==> src/rtl/mac_pkg.sv <==
// mac_pkg: shared definitions for the mac_acc14 multiply-accumulate stage.
//   - default widths for activation, weight, output and term counter
//   - state_t for the accept/hold controller
//   - sat_signed(): clip a signed value to a given width and report clipping
package mac_pkg;

  localparam int DEF_AWID = 10;
  localparam int DEF_WWID = 8;
  localparam int DEF_OWID = 14;
  localparam int DEF_CNTW = 10;

  typedef enum logic {
    ACC  = 1'b0,
    HOLD = 1'b1
  } state_t;

  typedef struct packed {
    logic signed [63:0] val;
    logic               clip;
  } sat_res_t;

  // Clip value into the signed range of 'width' bits (width <= 63).
  function automatic sat_res_t sat_signed(input logic signed [63:0] value,
                                          input int width);
    sat_res_t           r;
    logic signed [63:0] hi;
    logic signed [63:0] lo;
    hi = (64'sd1 <<< (width - 1)) - 64'sd1;
    lo = -(64'sd1 <<< (width - 1));
    if (value > hi) begin
      r.val  = hi;
      r.clip = 1'b1;
    end else if (value < lo) begin
      r.val  = lo;
      r.clip = 1'b1;
    end else begin
      r.val  = value;
      r.clip = 1'b0;
    end
    return r;
  endfunction

endpackage

==> src/rtl/mac_sat.sv <==
// mac_sat: combinational arithmetic right shift followed by signed saturation.
// Ports:
//   acc_in   [ACCW-1:0] signed full-precision sum
//   sat_data [OWID-1:0] shifted and clipped result
//   sat_flag            1 when clipping changed the value
module mac_sat
  import mac_pkg::*;
#(
  parameter int ACCW  = 29,
  parameter int OWID  = DEF_OWID,
  parameter int SHIFT = 0
) (
  input  logic signed [ACCW-1:0] acc_in,
  output logic        [OWID-1:0] sat_data,
  output logic                   sat_flag
);

  logic signed [ACCW-1:0] shifted;
  logic signed [63:0]     shifted_ext;
  sat_res_t               res;
  logic                   unused_hi;

  // >>> on a signed operand rounds toward -inf, which is the intended behaviour.
  assign shifted     = acc_in >>> SHIFT;
  assign shifted_ext = {{(64 - ACCW){shifted[ACCW-1]}}, shifted};
  assign res         = sat_signed(shifted_ext, OWID);
  assign sat_data    = res.val[OWID-1:0];
  assign sat_flag    = res.clip;
  // Upper bits are just the sign extension of the clipped value.
  assign unused_hi   = ^res.val[63:OWID];

endmodule

==> src/rtl/mac_acc14.sv <==
// mac_acc14: streaming multiply-accumulate for one neuron at a time.
// Accumulates unsigned-activation x signed-weight products at full precision,
// then shifts and saturates to a signed OWID-bit result on a valid/ready port.
// Ports:
//   clk, rst_n            clock, async active-low reset
//   in_valid/in_ready     input beat handshake (in_ready = state is ACC)
//   in_act [AWID-1:0]     unsigned activation
//   in_wgt [WWID-1:0]     signed weight
//   in_last               final term of the neuron
//   out_valid/out_ready   result handshake
//   out_data [OWID-1:0]   saturated signed sum
//   out_sat               result was clipped
//   out_ovf               result forced by the term-count limit
//
// state | meaning
// ACC   | accepting beats, accumulating
// HOLD  | result presented, waiting for out_ready
module mac_acc14
  import mac_pkg::*;
#(
  parameter int AWID  = DEF_AWID,
  parameter int WWID  = DEF_WWID,
  parameter int OWID  = DEF_OWID,
  parameter int CNTW  = DEF_CNTW,
  parameter int SHIFT = 0,
  parameter int ACCW  = AWID + WWID + 1 + CNTW
) (
  input  logic            clk,
  input  logic            rst_n,
  input  logic            in_valid,
  output logic            in_ready,
  input  logic [AWID-1:0] in_act,
  input  logic [WWID-1:0] in_wgt,
  input  logic            in_last,
  output logic            out_valid,
  input  logic            out_ready,
  output logic [OWID-1:0] out_data,
  output logic            out_sat,
  output logic            out_ovf
);

  localparam int PW = AWID + WWID + 1;

  state_t                 state_q, state_d;
  logic signed [ACCW-1:0] acc_q, acc_d;
  logic        [CNTW-1:0] cnt_q, cnt_d;
  logic                   out_valid_q, out_valid_d;
  logic        [OWID-1:0] out_data_q, out_data_d;
  logic                   out_sat_q, out_sat_d;
  logic                   out_ovf_q, out_ovf_d;

  logic signed [PW-1:0]   act_x;
  logic signed [PW-1:0]   wgt_x;
  logic signed [PW-1:0]   prod;
  logic signed [ACCW-1:0] prod_ext;
  logic signed [ACCW-1:0] sum;
  logic        [OWID-1:0] sat_data;
  logic                   sat_flag;
  logic                   cnt_full;
  logic                   is_final;

  // Both operands pre-extended to the product width so the truncated
  // PW-bit product is exact (activation zero-extended, weight sign-extended).
  assign act_x    = {{(WWID + 1){1'b0}}, in_act};
  assign wgt_x    = {{(AWID + 1){in_wgt[WWID-1]}}, in_wgt};
  assign prod     = act_x * wgt_x;
  assign prod_ext = {{(ACCW - PW){prod[PW-1]}}, prod};
  assign sum      = acc_q + prod_ext;

  assign cnt_full = &cnt_q;
  assign is_final = in_last | cnt_full;

  mac_sat #(
    .ACCW (ACCW),
    .OWID (OWID),
    .SHIFT(SHIFT)
  ) u_sat (
    .acc_in  (sum),
    .sat_data(sat_data),
    .sat_flag(sat_flag)
  );

  always_comb begin
    state_d     = state_q;
    acc_d       = acc_q;
    cnt_d       = cnt_q;
    out_valid_d = out_valid_q;
    out_data_d  = out_data_q;
    out_sat_d   = out_sat_q;
    out_ovf_d   = out_ovf_q;
    case (state_q)
      ACC: begin
        if (in_valid) begin
          if (is_final) begin
            out_data_d  = sat_data;
            out_sat_d   = sat_flag;
            out_ovf_d   = cnt_full & ~in_last;
            out_valid_d = 1'b1;
            acc_d       = '0;
            cnt_d       = '0;
            state_d     = HOLD;
          end else begin
            acc_d = sum;
            cnt_d = cnt_q + CNTW'(1);
          end
        end
      end
      HOLD: begin
        if (out_ready) begin
          out_valid_d = 1'b0;
          state_d     = ACC;
        end
      end
      default: state_d = ACC;
    endcase
  end

  always_ff @(posedge clk or negedge rst_n) begin
    if (!rst_n) begin
      state_q     <= ACC;
      acc_q       <= '0;
      cnt_q       <= '0;
      out_valid_q <= 1'b0;
      out_data_q  <= '0;
      out_sat_q   <= 1'b0;
      out_ovf_q   <= 1'b0;
    end else begin
      state_q     <= state_d;
      acc_q       <= acc_d;
      cnt_q       <= cnt_d;
      out_valid_q <= out_valid_d;
      out_data_q  <= out_data_d;
      out_sat_q   <= out_sat_d;
      out_ovf_q   <= out_ovf_d;
    end
  end

  assign in_ready  = (state_q == ACC);
  assign out_valid = out_valid_q;
  assign out_data  = out_data_q;
  assign out_sat   = out_sat_q;
  assign out_ovf   = out_ovf_q;

endmodule
==> config.mk <==
export PLATFORM = sky130hd
export DESIGN_NAME = mac_acc14
export DESIGN_NICKNAME = d
export VERILOG_FILES = /design/src/rtl/mac_pkg.sv /design/src/rtl/mac_sat.sv /design/src/rtl/mac_acc14.sv
export SDC_FILE = /design/constraint.sdc
export NUM_CORES = 1
export LEC_CHECK = 0
export ABC_AREA = 1
export CORE_ASPECT_RATIO = 1.4
export CORE_MARGIN = 2
export CORE_UTILIZATION = 50
export DETAILED_ROUTE_END_ITERATION = 7
export PLACE_DENSITY = 0.81
export SYNTH_ARGS = -nofsm -noshare
export SYNTH_HDL_FRONTEND = slang
export SYNTH_SLANG_ARGS = --single-unit
==> constraint.sdc <==
create_clock -name clk -period 4.6 [get_ports clk]
set_input_delay 0.92 -clock clk [delete_from_list [all_inputs] [get_ports clk]]
set_output_delay 0.92 -clock clk [all_outputs]
set_load 0.01 [all_outputs]
# Word level (Yosys, flattened, before mapping)
# Cells that the tools add are included.
# Widths: inputs -> output; s select.
# op_classes
add_sub_neg	2
multipliers	1
magnitude_cmp	2
n_eq_ne	3
n_mux	12
bitwise_logic	4
reduce_logical	4
# ops
operator	n
$mux 15	2
$add 29x19->29	1
$gt 29x14->1 const B	1
$lt 29x14->1 const B	1
$mux 29	1
$mul 11x8->19	1
$add 10x1->10 const B	1
$mux 10	1
$reduce_and 10->1	1
$mux 1	6
$reduce_and 3->1	2
$ne 2x2->1 const B	2
$pmux 1 s2	2
$ne 2x1->1 const B	1
$not 1->1	2
$reduce_and 2->1	1
$and 1x1->1	1
$or 1x1->1	1
# totals
reg_bits	57
input_bits	23
output_inout_bits	18

# Logic depth before layout (Yosys ltp)
# depth
word_depth	5
depth_mapped	32

# Hierarchy
# Synthesis repeated with hierarchy kept, for this count alone.
# hier_totals
cells_unflattened	1053
hier_area_um2	7464.7
# modules_own_cells
module	instances	cells_each	area_each_um2
mac_acc14	1	991	7213.2
mac_sat	1	62	251.5

# Worst setup path after synthesis
# OpenSTA, ideal clock, no wires.
# synth_timing
kind	input -> register
startpoint	in in_wgt[7]
endpoint	reg out_sat_q (netlist: out_sat)
setup_ns	0.116
arrival_time_ns	5.669
required_time_ns	4.484
setup_slack_ns	-1.185
stages	29
n_path_buf	2
cell_sequence	inv_1 -> clkbuf_1 -> or2_2 -> fa_1 -> fa_1 -> inv_1 -> fa_1 -> fa_1 -> fa_1 -> ha_1 -> nand2_1 -> nand2_1 -> inv_1 -> nand2_1 -> nand2_1 -> nand2_2 -> nand2_1 -> nand2_1 -> nand2_1 -> nand2_2 -> nor2_2 -> nand2_1 -> nor2_2 -> nand3_2 -> nand2_4 -> buf_8 -> nand2_1 -> nand2_1 -> nand2_1
# synth_between
elab_chain_cells	5
elab_cells_between_ends	6
cone_classes	add/sub (1); mul (1); order compare (2); mux (2)
# synth_rtl
item	line	source
start, declared	mac_acc14.sv:33	input logic [WWID-1:0] in_wgt,
$mul 11x8->19 *	mac_acc14.sv:66	assign prod = act_x * wgt_x;
$add 29x19->29 *	mac_acc14.sv:68	assign sum = acc_q + prod_ext;
$lt 29x14->1	mac_pkg.sv:33	end else if (value < lo) begin
$mux 15	mac_pkg.sv:33	
$mux 15 *	mac_pkg.sv:30	if (value > hi) begin
end signal, assigned	mac_acc14.sv:133	out_sat_q <= out_sat_d;
end, declared	mac_acc14.sv:49	logic out_sat_q, out_sat_d;
# Every way passes the cells marked *; elsewhere a longest branch is shown, timed or not.
# A chain may end at the register's enable or synchronous reset.

# Final worst setup path
# layout_timing
startpoint	in in_wgt[7]
endpoint	reg out_data_q[4] (netlist: out_data[4])
# layout_between
elab_chain_cells	5
elab_cells_between_ends	6
cone_classes	add/sub (1); mul (1); order compare (2); mux (2)
# layout_rtl
item	line	source
$mul 11x8->19 *	mac_acc14.sv:66	
$add 29x19->29 *	mac_acc14.sv:68	
$lt 29x14->1	mac_pkg.sv:33	
$mux 15	mac_pkg.sv:33	
$mux 15 *	mac_pkg.sv:30	
end signal, assigned	mac_acc14.sv:132	out_data_q <= out_data_d;
end, declared	mac_acc14.sv:48	logic [OWID-1:0] out_data_q, out_data_d;
# Marked as above.

==> flow_summary.ini <==
[logic_synthesis]
synth_top_cell_by_area = dfrtp_1
synth_top_area_share = 0.193
synthesis.nets = 1218
synth_edf_count = 0
ys_seq_area_frac = 0.193
netlist_instances = 1037
synthFlopType = dfrtp_1
synthTopCellsByCount = 365 x nand2_1, 216 x inv_1, 93 x ha_1
netlist_area_um2 = 7370
yosys_warnings = 0
synthArstFlopShare = 1.00
avgSynthCellArea_um2 = 7.11
ys_types = 35
synth_seq_cells = 57
yosys-top-cells-area = dfrtp_1 19%, nand2_1 19%, fa_1 18%
synth_most_common_cell = nand2_1

[global_routing]
globalRouteMet2Util = 0.539
track_usage = 0.306
grt_max_degree = 40
grt_util_met1 = 0.308
grt_pass1_vias = 7959
grt_first_pass_wirelength_um = 37800
use_met3 = 0.0564
grt.overflow.total = 0
busiest_layer = met2
antenna_found_initial = 0

[routing]
antenna_left = 0
wl_per_cell_um = 19.8
drc_errors = 0
firstDrtPassIters = 8
drt_wl_total_um = 27400
drt_iter0_drc = 711
via_count = 7861
via_per_inst = 5.67

[layout]
multi_input_area_um2 = 5960
register_area_um2 = 1430
drive_above_1_share = 0.315
nets = 1374
synthToLayoutAreaGrowth_pct = 38.4
antenna_cells = 0
n_fill_cell = 971

[floorplanning]
rows = 52
fp.coreArea_um2 = 14400
die_w_um = 107
die_y_um = 148
initial_core_util = 0.510
die_area_um2 = 15700
pin_count = 41

[setup_path]
end_kind = flip-flop
slowest_delay_ns = 0.57
start_kind = input pin
crit_family = adder cells
critPathArrivalTime_ns = 5.97
critical_path_peak_fanout = 7
critPathBufInv = 5
crit_top_cell = nand2_1
worstPathRequired_ns = 4.82
slowest_stage = fa_1
path_class = in -> reg
rrSetupSlack_ns = -0.53

[sta]
finalHoldViolCount = 0
worst_slack_ns = -1.15
finalSetupViolations = 38
fin_crit_sh = 1.25
tightestPinTransition_ns = 0.787
drv_slew = 0
skew_ns = 0.00772
maxSlewHeadroom = 0.474
max_freq_mhz = 174
fin_crit_ns = 5.75
grt_setup_unrepaired = yes

[clock_network]
clk_pin_slew_ns = 0.05
cts_tree = built
h-tree-depth = 3
cts_max_path_buffers = 2
root_buffer = clkbuf_16
clk_latency_ns = 0.34
cts_sinks = 57
cts_buffers = 9

[run]
cap_violations = 0

[min_path]
min-delay-path-class = reg -> reg

[outcome]
status = complete, but fails checks
violations = negative setup slack

[placed_design]
dp_hpwl_um = 15900
portBuffers = 40
place.gp.congestion = 0.947
dpl_worst_slack_ns = -1.73
## area by class of cell
type | instances | share of cell area
clock inverters | 6 | 0.00417
flip-flops and latches | 57 | 0.140
inverters | 219 | 0.0813
repair buffers | 174 | 0.144
clock buffers | 10 | 0.0234
well taps | 189 | 0.0232
multi-input cells | 732 | 0.584
## layer usage
metal / wire length, um / share of wire
met1: 9180 / 0.34
met2: 13400 / 0.49
met3: 1870 / 0.068
met4: 2940 / 0.11
met5: 0 / 0
## tightest hold or removal path: stages (launching register included)
cell	delay [ns]
dfrtp_1	0.34
nand2_1	0.05
nand2_1	0.05
## registers in the layout, indices dropped and copies added, names as in the netlist
signal     cells
out_sat        1
out_ovf        1
out_data      14
acc_q         29
out_valid      1
state_q        1
cnt_q         10
## through the flow
stage | utilization | cell area [um2] | hold slack (ns) | std cells | setup TNS, ns
after global placement | 0.604 | 8730 | 0.458 | 1338 | -48.83
after detailed placement | 0.604 | 8730 | 0.468 | 1338 | -50.45
after CTS | 0.680 | 9820 | 0.481 | 1376 | -15.61
after floorplan | - | 7490 | 0.446 | 1037 | -15.54
after global routing | 0.706 | 10200 | 0.511 | 1387 | -33.25
final | 0.706 | 10200 | 0.478 | 1387 | -26.36
## placed cells by master, fill, tap and decap left out, types with 2 or more instances in the layout
| master | n |
|---|---|
| dfrtp_1 | 57 |
| fa_2 | 11 |
| o21ai_2 | 9 |
| nand3b_1 | 4 |
| nand2_2 | 72 |
| buf_4 | 104 |
| clkdlybuf4s15_2 | 4 |
| nor3b_1 | 2 |
| nand2_1 | 284 |
| nor2_4 | 9 |
| xor2_1 | 2 |
| nand4_1 | 10 |
| nand2_4 | 25 |
| nand3_4 | 7 |
| nor2_1 | 36 |
| nor2_2 | 9 |
| a21oi_2 | 6 |
| buf_6 | 30 |
| o21ai_0 | 9 |
| a21oi_1 | 13 |
| ha_4 | 19 |
| o22ai_1 | 2 |
| xnor2_1 | 4 |
| fa_1 | 54 |
| xor2_4 | 5 |
| clkbuf_16 | 9 |
| inv_2 | 17 |
| clkdlybuf4s50_1 | 21 |
| ha_1 | 74 |
| o21ai_1 | 2 |
| inv_1 | 200 |
| nand3_2 | 13 |
| buf_2 | 10 |
| clkinv_2 | 2 |
| clkinvlp_4 | 2 |
| nor3_1 | 6 |
| clkdlybuf4s15_1 | 3 |
| nand3_1 | 33 |
## kinds of logic after synthesis
kind of cell	share of synthesized area
AND/OR/NAND/NOR	0.293
buffers and inverters	0.131
XOR/XNOR	0.0154
flip-flops	0.193
adder cells (fa/ha/maj)	0.334
AO/OA/AOI/OAI	0.0321
## path summary, 6_finish.rpt
kind                       depth (start not counted)           to       from
setup / recovery                                  28  out_data[4]  in_wgt[7]
hold / removal                                     2    acc_q[24]  acc_q[24]
setup reg to reg                                  27  out_data[4]   acc_q[6]
hold reg to reg                                    2    acc_q[24]  acc_q[24]
max in group asynchronous                          2    acc_q[24]      rst_n
min in group asynchronous                          1  out_data[2]      rst_n
## repair_timing
item,CTS,global route
pin swaps,91,75
cloned,3,0
gates resized for setup,212,94
hold buffers,0,0
endpoints found under the setup margin,39,38
endpoints found under the hold margin,0,0
setup buffers,22,12
Power is not shown: default switching activity piles up to over one toggle a cycle in this logic, so the estimate is an artifact.
